--- config.mk ---
export PLATFORM = sky130hd
export DESIGN_NAME = ring_rr_arbiter
export DESIGN_NICKNAME = d
export VERILOG_FILES = /design/src/rtl/ring_arb_pkg.sv /design/src/rtl/ring_rr_pick.sv /design/src/rtl/ring_rr_arbiter.sv
export SDC_FILE = /design/constraint.sdc
export NUM_CORES = 1
export LEC_CHECK = 0
export ABC_AREA = 1
export BUFFER_PORTS_ARGS = -buffer_cell sky130_fd_sc_hd__buf_4
export CAP_MARGIN = 20
export CORE_MARGIN = 10
export CORE_UTILIZATION = 53
export CTS_BUF_LIST = sky130_fd_sc_hd__clkbuf_8
export CTS_CLUSTER_SIZE = 12
export DETAILED_ROUTE_END_ITERATION = 16
export MAX_ROUTING_LAYER = met4
export PLACE_DENSITY = 0.77
export SYNTH_ARGS = -nofsm -noshare
export SYNTH_HDL_FRONTEND = slang
export SYNTH_SLANG_ARGS = --single-unit
--- constraint.sdc ---
create_clock -name clk -period 2 [get_ports clk]
set_input_delay 0.2 -clock clk [delete_from_list [all_inputs] [get_ports clk]]
set_output_delay 0.2 -clock clk [all_outputs]
set_load 0.005 [all_outputs]
--- src/rtl/ring_arb_pkg.sv ---
// Shared types and helpers for the ring round-robin arbiter.
// Helpers work on a fixed ARB_MAXN-wide vector; callers zero-extend their
// N-bit vectors in and size-cast the result back.
package ring_arb_pkg;

  localparam int ARB_MAXN = 32;

  typedef enum logic {ARB_IDLE, ARB_BUSY} arb_state_t;

  // Rotate the low n bits of v left by one; bit n-1 wraps to bit 0.
  function automatic logic [ARB_MAXN-1:0] onehot_rotl(input logic [ARB_MAXN-1:0] v,
                                                      input int unsigned n);
    logic [ARB_MAXN-1:0] mask;
    mask = (n >= ARB_MAXN) ? '1 : ((ARB_MAXN'(1) << n) - ARB_MAXN'(1));
    return ((v << 1) | (v >> (n - 1))) & mask;
  endfunction

  // Binary index of the set bit of a one-hot vector; 0 for an all-zero vector.
  function automatic int unsigned onehot2bin(input logic [ARB_MAXN-1:0] v);
    int unsigned b;
    logic [ARB_MAXN-1:0] t;
    b = 0;
    for (int i = 0; i < ARB_MAXN; i++) begin
      t = v >> i;
      if (t[0]) b = unsigned'(i);
    end
    return b;
  endfunction

endpackage

--- src/rtl/ring_rr_pick.sv ---
// Combinational round-robin pick: first set req bit at or above the one-hot
// ptr, wrapping past N-1 to 0. The request vector is duplicated; the low copy
// is masked to slots at/above ptr, so the lowest set bit of the doubled word
// is either the in-order winner or, if none, the wrapped winner in the high copy.
module ring_rr_pick #(
  parameter int N = 4
) (
  input  logic [N-1:0] req,
  input  logic [N-1:0] ptr,
  output logic [N-1:0] win
);

  localparam int W2 = 2 * N;

  logic [W2-1:0] dbl;
  logic [W2-1:0] iso;

  // ~(ptr - 1) keeps the ptr slot and everything above it.
  assign dbl = {req, req & ~(ptr - N'(1))};
  // Isolate the lowest set bit.
  assign iso = dbl & (~dbl + W2'(1));
  assign win = iso[N-1:0] | iso[W2-1:N];

endmodule

--- src/rtl/ring_rr_arbiter.sv ---
// Round-robin arbiter with a one-hot rotating priority pointer. The winner
// keeps the grant until it releases or drops its request; the pointer then
// moves to one past the winner. One IDLE cycle always separates grants.
// Optional feature macro: ARB_TIMEOUT_EN adds a hold counter that force-revokes
// a grant after HOLD_MAX BUSY cycles and pulses timeout.
// Note: the owner's release pulse is on port "rel" ("release" is a reserved word).
module ring_rr_arbiter
  import ring_arb_pkg::*;
#(
  parameter  int N        = 4,
  parameter  int HOLD_MAX = 16,
  localparam int IDW      = $clog2(N)
) (
  input  logic           clk,
  input  logic           rst,
  input  logic [N-1:0]   req,
  input  logic           rel,
  output logic [N-1:0]   gnt,
  output logic           gnt_valid,
  output logic [IDW-1:0] gnt_id,
  output logic [N-1:0]   ptr,
  output logic           timeout
);

  if (N < 2 || HOLD_MAX < 1) begin : g_param_check
    $error("ring_rr_arbiter: N must be >= 2 and HOLD_MAX >= 1");
  end

  arb_state_t     state, state_nxt;
  logic [N-1:0]   win;
  logic [N-1:0]   gnt_nxt;
  logic [N-1:0]   ptr_nxt;
  logic [IDW-1:0] id_nxt;
  logic           busy;
  logic           owner_drop;
  logic           forced;
  logic           revoke;

  ring_rr_pick #(.N(N)) u_pick (
    .req (req),
    .ptr (ptr),
    .win (win)
  );

  assign busy       = (state == ARB_BUSY);
  assign owner_drop = ((gnt & req) == '0);

`ifdef ARB_TIMEOUT_EN
  localparam int CW = $clog2(HOLD_MAX + 1);

  logic [CW-1:0] hold_cnt;
  logic          tmo_q;

  // The cycle in which the count would reach HOLD_MAX is the last one allowed.
  assign forced = busy && (hold_cnt == CW'(HOLD_MAX - 1));

  // Hold counter: zero while idle so it starts at 0 on entry to BUSY.
  always_ff @(posedge clk or negedge rst) begin
    if (!rst)       hold_cnt <= '0;
    else if (!busy) hold_cnt <= '0;
    else            hold_cnt <= hold_cnt + CW'(1);
  end

  // Timeout pulse only when the counter, not the owner, ended the grant.
  always_ff @(posedge clk or negedge rst) begin
    if (!rst) tmo_q <= 1'b0;
    else      tmo_q <= forced && !rel && !owner_drop;
  end

  assign timeout = tmo_q;
`else
  assign forced  = 1'b0;
  assign timeout = 1'b0;
`endif

  assign revoke = busy && (rel || owner_drop || forced);

  // Next-state, next grant and pointer update.
  always_comb begin
    state_nxt = state;
    gnt_nxt   = gnt;
    id_nxt    = gnt_id;
    ptr_nxt   = ptr;
    case (state)
      ARB_IDLE: begin
        if (|req) begin
          state_nxt = ARB_BUSY;
          gnt_nxt   = win;
          id_nxt    = IDW'(onehot2bin(ARB_MAXN'(win)));
        end
      end
      ARB_BUSY: begin
        if (revoke) begin
          state_nxt = ARB_IDLE;
          gnt_nxt   = '0;
          id_nxt    = '0;
          ptr_nxt   = N'(onehot_rotl(ARB_MAXN'(gnt), N));
        end
      end
      default: begin
        state_nxt = ARB_IDLE;
        gnt_nxt   = '0;
        id_nxt    = '0;
      end
    endcase
  end

  // State, grant and pointer registers; reset drops any grant immediately.
  always_ff @(posedge clk or negedge rst) begin
    if (!rst) begin
      state     <= ARB_IDLE;
      gnt       <= '0;
      gnt_valid <= 1'b0;
      gnt_id    <= '0;
      ptr       <= N'(1);
    end else begin
      state     <= state_nxt;
      gnt       <= gnt_nxt;
      gnt_valid <= |gnt_nxt;
      gnt_id    <= id_nxt;
      ptr       <= ptr_nxt;
    end
  end

endmodule

* Yosys cells after proc, flatten, opt, wreduce, memory -nomap -nowiden
Index checks and enable logic that the tools add are counted.
** Operators by class
- $add $sub $neg :: 2
- Equality and inequality tests :: 2
- Multiplexer cells :: 12
- Bitwise operators :: 8
- Reductions and logical operators :: 7
** Operators by type and width (number)
- adder 8 x 1 -> 8 bit, second input constant :: 1
- bitwise AND 4 bit :: 2
- bitwise AND 8 bit :: 1
- 2-to-1 mux 2 bit :: 4
- 2-to-1 mux 4 bit :: 2
- inverter 8 bit :: 1
- one-hot mux 4 bit (2 select lines) :: 1
- OR reduction 4 bit :: 2
- zero test 4 bit :: 1
- inverter 4 bit :: 1
- bitwise OR 4 x 1 -> 4 bit :: 1
- bitwise OR 4 bit :: 1
- one-hot mux 2 bit (2 select lines) :: 1
- AND reduction 2 bit :: 2
- subtractor 4 x 1 -> 4 bit, second input constant :: 1
- 2-to-1 mux 1 bit :: 3
- inequality test 2 x 1 -> 1 bit, second input constant :: 1
- inequality test 2 bit, second input constant :: 1
- one-hot mux 1 bit (2 select lines) :: 1
- logical AND 1 bit :: 1
- logical OR 1 bit :: 1
- inverter 1 bit :: 1
** Storage, ports and cells
- Bits in registers :: 12
- Bits of input ports :: 7
- Output and inout port bits :: 12
- Word-level logic and storage cells :: 36

* Logic depth before layout (Yosys ltp)
- Depth in word-level cells :: 12
- Mapped depth :: 13
- Gate-level depth less buffers :: 13

* By module
From an unflattened synthesis, not the netlist that was laid out.
** Unflattened totals
- Cell total of the unflattened synthesis :: 98
- Area, all modules :: 708.2 um^2
** Modules (own cells, without submodules)
- ring_rr_arbiter :: instances 1, cells each 66, area an instance 551.8 um^2, sequential area each 301.5 um^2
- ring_rr_pick :: instances 1, cells each 32, area an instance 156.4 um^2, sequential area each 0.0 um^2

* Worst setup path before layout
Ideal clock, no wire load.
- Kind :: register to register
- Start point :: register ptr[0]
- End point :: register gnt_valid
- Library setup time :: 0.117 ns
- Data arrival time :: 1.467 ns
- Data required time :: 1.883 ns
- Slack :: 0.415 ns
- Cell stages (with the launch flop) :: 14
- Path buffers :: 0
- Period minus slack after synthesis :: 1.585 ns
- Cells stage by stage :: dfstp_2 -> inv_1 -> ha_1 -> nand2_1 -> nand2_2 -> inv_2 -> nand2_2 -> nor2_1 -> nand2_1 -> nand2_1 -> nand2_2 -> nand2_2 -> nor2_2 -> nand2_1
** On the way
- Word-level cells in the longest chain between the ends :: 10
** RTL lines
- start, declared :: RTL line ring_rr_arbiter.sv:21 : output logic [N-1:0] ptr,
- start signal, assigned :: RTL line ring_rr_arbiter.sv:121 : ptr <= ptr_nxt;
- subtractor 4 x 1 -> 4 bit * :: RTL line ring_rr_pick.sv:19 : assign dbl = {req, req & ~(ptr - N'(1))};
- inverter 4 bit * :: RTL line ring_rr_pick.sv:19
- bitwise AND 4 bit * :: RTL line ring_rr_pick.sv:19
- inverter 8 bit :: RTL line ring_rr_pick.sv:21 : assign iso = dbl & (~dbl + W2'(1));
- adder 8 x 1 -> 8 bit :: RTL line ring_rr_pick.sv:21
- bitwise AND 8 bit * :: RTL line ring_rr_pick.sv:21
- bitwise OR 4 bit * :: RTL line ring_rr_pick.sv:22 : assign win = iso[N-1:0] | iso[W2-1:N];
- 2-to-1 mux 4 bit * :: RTL line ring_rr_arbiter.sv:86 : if (|req) begin
- one-hot mux 4 bit (2 select lines) * :: RTL line ring_rr_arbiter.sv:84 : case (state)
- via gnt_nxt[1] :: RTL line ring_rr_arbiter.sv:31 : logic [N-1:0] gnt_nxt;
- OR reduction 4 bit * :: RTL line ring_rr_arbiter.sv:119 : gnt_valid <= |gnt_nxt;
- end signal, assigned :: RTL line ring_rr_arbiter.sv:119
- end, declared :: RTL line ring_rr_arbiter.sv:19 : output logic gnt_valid,
The timed path passes the listed nets; every way through them passes the cells marked *.
A chain may end at the register's enable or synchronous reset.

* Worst setup path after layout
Ends and elaborated chain as after synthesis.

==> results.py <==
metrics = {
    "place": {
        "detailedPlacementHpwl_um": 1261,
        "place.port_buffers": 17,
        "gp_congestion": 0.8221,
    },
    "floorplan": {
        "die_h_um": 56.46,
        "core.rowCount": 13,
        "width_of_the_chip_um": 56.46,
        "die_footprint_mm2": 0.003187,
        "fp.coreArea_mm2": 0.001269,
        "starting_density_of_the_core_pct": 55.52,
        "pin_count": 19,
    },
    "synth": {
        "synth_cells": 98,
        "synth-warning-count": 0,
        "post_synth_xor_area_fraction_pct": 0,
        "mappedNetlistNets": 106,
        "synth.lib_cells_used.distinct": 16,
        "synth-seq-area-share_pct": 42.81,
        "largest_family_of_logic_cells_by_synthesized_area": "simple AND/OR/NAND/NOR gates",
        "synth-compound-area-share_pct": 2.842,
        "synthAdderAreaFrac_pct": 1.776,
        "yosys_register_bits": 12,
        "synth.cell_area_um2": 704.4,
        "post_synth_mux_area_share_pct": 0,
        "synth_simple_gate_area_share_pct": 44.05,
        "postSynthAreaPerCell_um2": 7.188,
    },
    "power": {
        "p_sw_share_pct": 42.87,
        "seq_power_share_pct": 31.7,
        "max-vdd-ir-drop_mv": 0.9837,
        "total_power_mw": 1.375,
        "p_switching_uw": 589.7,
        "power_density_mw_per_mm2": 1531,
        "power.static_leakage_nw": 0.5067,
        "power.combinational.fraction_pct": 52.3,
        "p_int_uw": 785.8,
        "power_frac_clock_pct": 16.0,
    },
    "timing": {
        "finalWorstPathRequiredPeriod_ns": 1.706,
        "timing_hold_violations_final": 0,
        "worst_hold_margin_ns": 0.3138,
        "final.period_utilization_pct": 85.29,
        "rsz0062_at_grt": "false",
        "fin_setup_tns_ns": 0,
        "fmax_ghz": 0.5863,
        "max_slew_violation_total_from_the_final_report": 0,
        "fin_skew_ns": 0.0008095,
        "setup_viol": 0,
    },
    "layout": {
        "antenna_diode_count": 0,
        "number_of_filler_cells_placed_in_the_layout": 108,
        "final_layout_size_suffix_gt1_share_pct": 31.93,
        "final_nets": 128,
        "mostFrequentLayoutCell": "sky130_fd_sc_hd__nand2_1",
        "most_used_cells_in_the_layout_excluding_fill_and_tap_cells": "sky130_fd_sc_hd__nand2_1 (31), sky130_fd_sc_hd__buf_4 (17), sky130_fd_sc_hd__inv_1 (11), sky130_fd_sc_hd__dfrtp_1 (11)",
        "area_delta_synth_final_pct": 27.53,
    },
    "global_route": {
        "initial_antenna_violation_count": 0,
        "grt.overflow.total": 0,
        "grt_max_degree": 13,
        "grt_pass1_wl_um": 2808,
        "first_global_vias": 626,
        "global_route.usage.total_pct": 10.98,
    },
    "setup_path": {
        "critPathLaunch": "ptr[0]$_DFFE_PN1P_",
        "critical_path_buf_inv_count": 2,
        "crit_path_end": "gnt_valid$_DFF_PN0_",
        "cp_data_required_time_ns": 2.13,
        "worst_setup_path_start_kind": "flop",
        "worstRegToRegCells": 13,
        "cpLargestDelayFamily": "simple AND/OR/NAND/NOR gates",
        "worstReg2RegEnd": "gnt_valid$_DFF_PN0_",
        "reg2reg_setup_slack_ns": 0.29,
        "timing.critical_path.arrival_ns": 1.84,
        "critPathSlowestCell": "sky130_fd_sc_hd__dfstp_2",
        "cp.depth": 13,
        "cp_max_fo": 4,
        "crit_path_max_incr_delay_ns": 0.55,
        "setup.worst_path.end_class": "flop",
        "path_cells": "inv_1 > ha_1 > nand2_1 > nand2_2 > inv_2 > nand2_2 > nor2_1 > nand2_1 > nand2_1 > nand2_2 > nand2_2 > nor2_2 > nand2_1",
        "setup.worst_path.class": "flop to flop",
        "rr_startpoint": "ptr[0]$_DFFE_PN1P_",
    },
    "clock_tree": {
        "root_buffer": "sky130_fd_sc_hd__clkbuf_8",
        "cts-buffers-inserted": 3,
        "cts_max_level": 1,
        "post_cts.repair.setup_buffers": 0,
        "worstSkewPairLatency_ns": 0.24,
        "cts.sink_count": 12,
        "cts_hold_repair.buffers": 1,
        "cts_tree": "yes",
        "cts.repair.resized": 0,
        "cts.reportedPaths.clkPinSlew_ns": 0.05,
        "ctsLongestPathBuffers": 2,
    },
    "hold_path": {
        "worst_hold_startpoint": "rel",
        "hp_class": "primary input to flop",
    },
    "route": {
        "num_vias": 664,
        "ant_nets": 0,
        "first_iter_violations": 14,
        "route.final.wire_length_um": 1632,
        "drcViolationCount": 0,
        "via_per_inst": 4.955,
        "routedWlPerCell_um": 12.18,
        "router_iterations_before_antenna_repair": 4,
    },
    "run_status": {
        "outcome": "complete, no violations",
    },
    "flow_run": {
        "cap_violations": 0,
    },
}
==> synthesized netlist by cell type <==
| library cell | count | area, um2 |
|---|---|---|
| sky130_fd_sc_hd__nand2_2 | 9 | 56.30 |
| sky130_fd_sc_hd__nand3_2 | 2 | 20.02 |
| sky130_fd_sc_hd__dfrtp_1 | 11 | 275.3 |
| sky130_fd_sc_hd__ha_1 | 1 | 12.51 |
| sky130_fd_sc_hd__dfstp_2 | 1 | 26.28 |
| sky130_fd_sc_hd__nand4_1 | 3 | 18.77 |
| sky130_fd_sc_hd__inv_1 | 10 | 37.54 |
| sky130_fd_sc_hd__nand2_1 | 31 | 116.4 |
| sky130_fd_sc_hd__nand3_1 | 9 | 45.04 |
| sky130_fd_sc_hd__o21ai_0 | 4 | 20.02 |
| sky130_fd_sc_hd__nor2_1 | 8 | 30.03 |
| sky130_fd_sc_hd__nor2_2 | 3 | 18.77 |
| sky130_fd_sc_hd__inv_2 | 3 | 11.26 |
| sky130_fd_sc_hd__buf_4 | 1 | 7.510 |
| sky130_fd_sc_hd__conb_1 | 1 | 3.750 |
| sky130_fd_sc_hd__nor3_1 | 1 | 5.000 |
==> flip-flops by register name (all words and copies together), names as in the netlist <==
signal,cells
busy,1
gnt,4
ptr,4
gnt_valid,1
gnt_id,2
==> stage by stage <==
stage	utilization (%)	area (um2)	setup WS [ns]	instances
after CTS	70.81	898.4	0.2893	134
after global placement	66.47	843.3	0.3146	129
final	70.81	898.4	0.2943	134
after global routing	70.81	898.4	0.1569	134
after floorplan	-	704.4	0.4152	98
after detailed placement	66.47	843.3	0.2965	129
==> kinds of logic (layout without fill, tap and decap cells) <==
family                   after synthesis  count (layout)
AO/OA/AOI/OAI                          4               4
adder cells (fa/ha/maj)                1               1
buffers and inverters                 14              35
flip-flops                            12              12
other                                  1               1
AND/OR/NAND/NOR                       66              66
==> power by group through the flow <==
stage                     clock, mW  combinational, mW  sequential [mW]
after floorplan                   0              0.465            0.437
after global placement            0              0.704            0.438
after detailed placement          0              0.719            0.439
after CTS                     0.225              0.727            0.436
after global routing          0.240              0.810            0.454
final                         0.220              0.719            0.436
==> worst min path at each step <==
stage          cells past startpoint  slack, ns                 end
6_report                           4       0.31    gnt[3]$_DFF_PN0_
5_1_grt                            4       0.34    gnt[3]$_DFF_PN0_
3_3_place_gp                       1       0.04  ptr[3]$_DFFE_PN0P_
2_1_floorplan                      0       -0.1      busy$_DFF_PN0_
3_5_place_dp                       1       0.05  ptr[3]$_DFFE_PN0P_
4_1_cts                            4       0.32    gnt[3]$_DFF_PN0_
==> final cells by class <==
cell class / count / area (um2) / share of cell area (%)
Multi-Input combinational cell: 72 / 346.6 / 38.58
Tap cell: 15 / 18.77 / 2.089
Sequential cell: 12 / 301.5 / 33.57
Timing Repair Buffer: 18 / 137.6 / 15.32
Clock buffer: 3 / 41.29 / 4.596
Clock inverter: 1 / 3.754 / 0.4178
Inverter: 13 / 48.80 / 5.432
==> worst register-to-register path: cells and delay by family, from the launching register on <==
| kind | cells | cell delay [ns] |
|---|---|---|
| fa+ha+maj | 1 | 0.30 |
| simple gates | 10 | 0.64 |
| buf+inv | 2 | 0.12 |
| flops | 1 | 0.55 |
==> routing by layer <==
metal,global-route usage (%),wire length (um),vias to the layer above
met5,-,0,-
li1,-,-,344
met4,6.186,38,0
met1,12.50,715,300
met2,16.46,778,16
met3,3.596,100,4
Power figures use the tool's default switching activity.
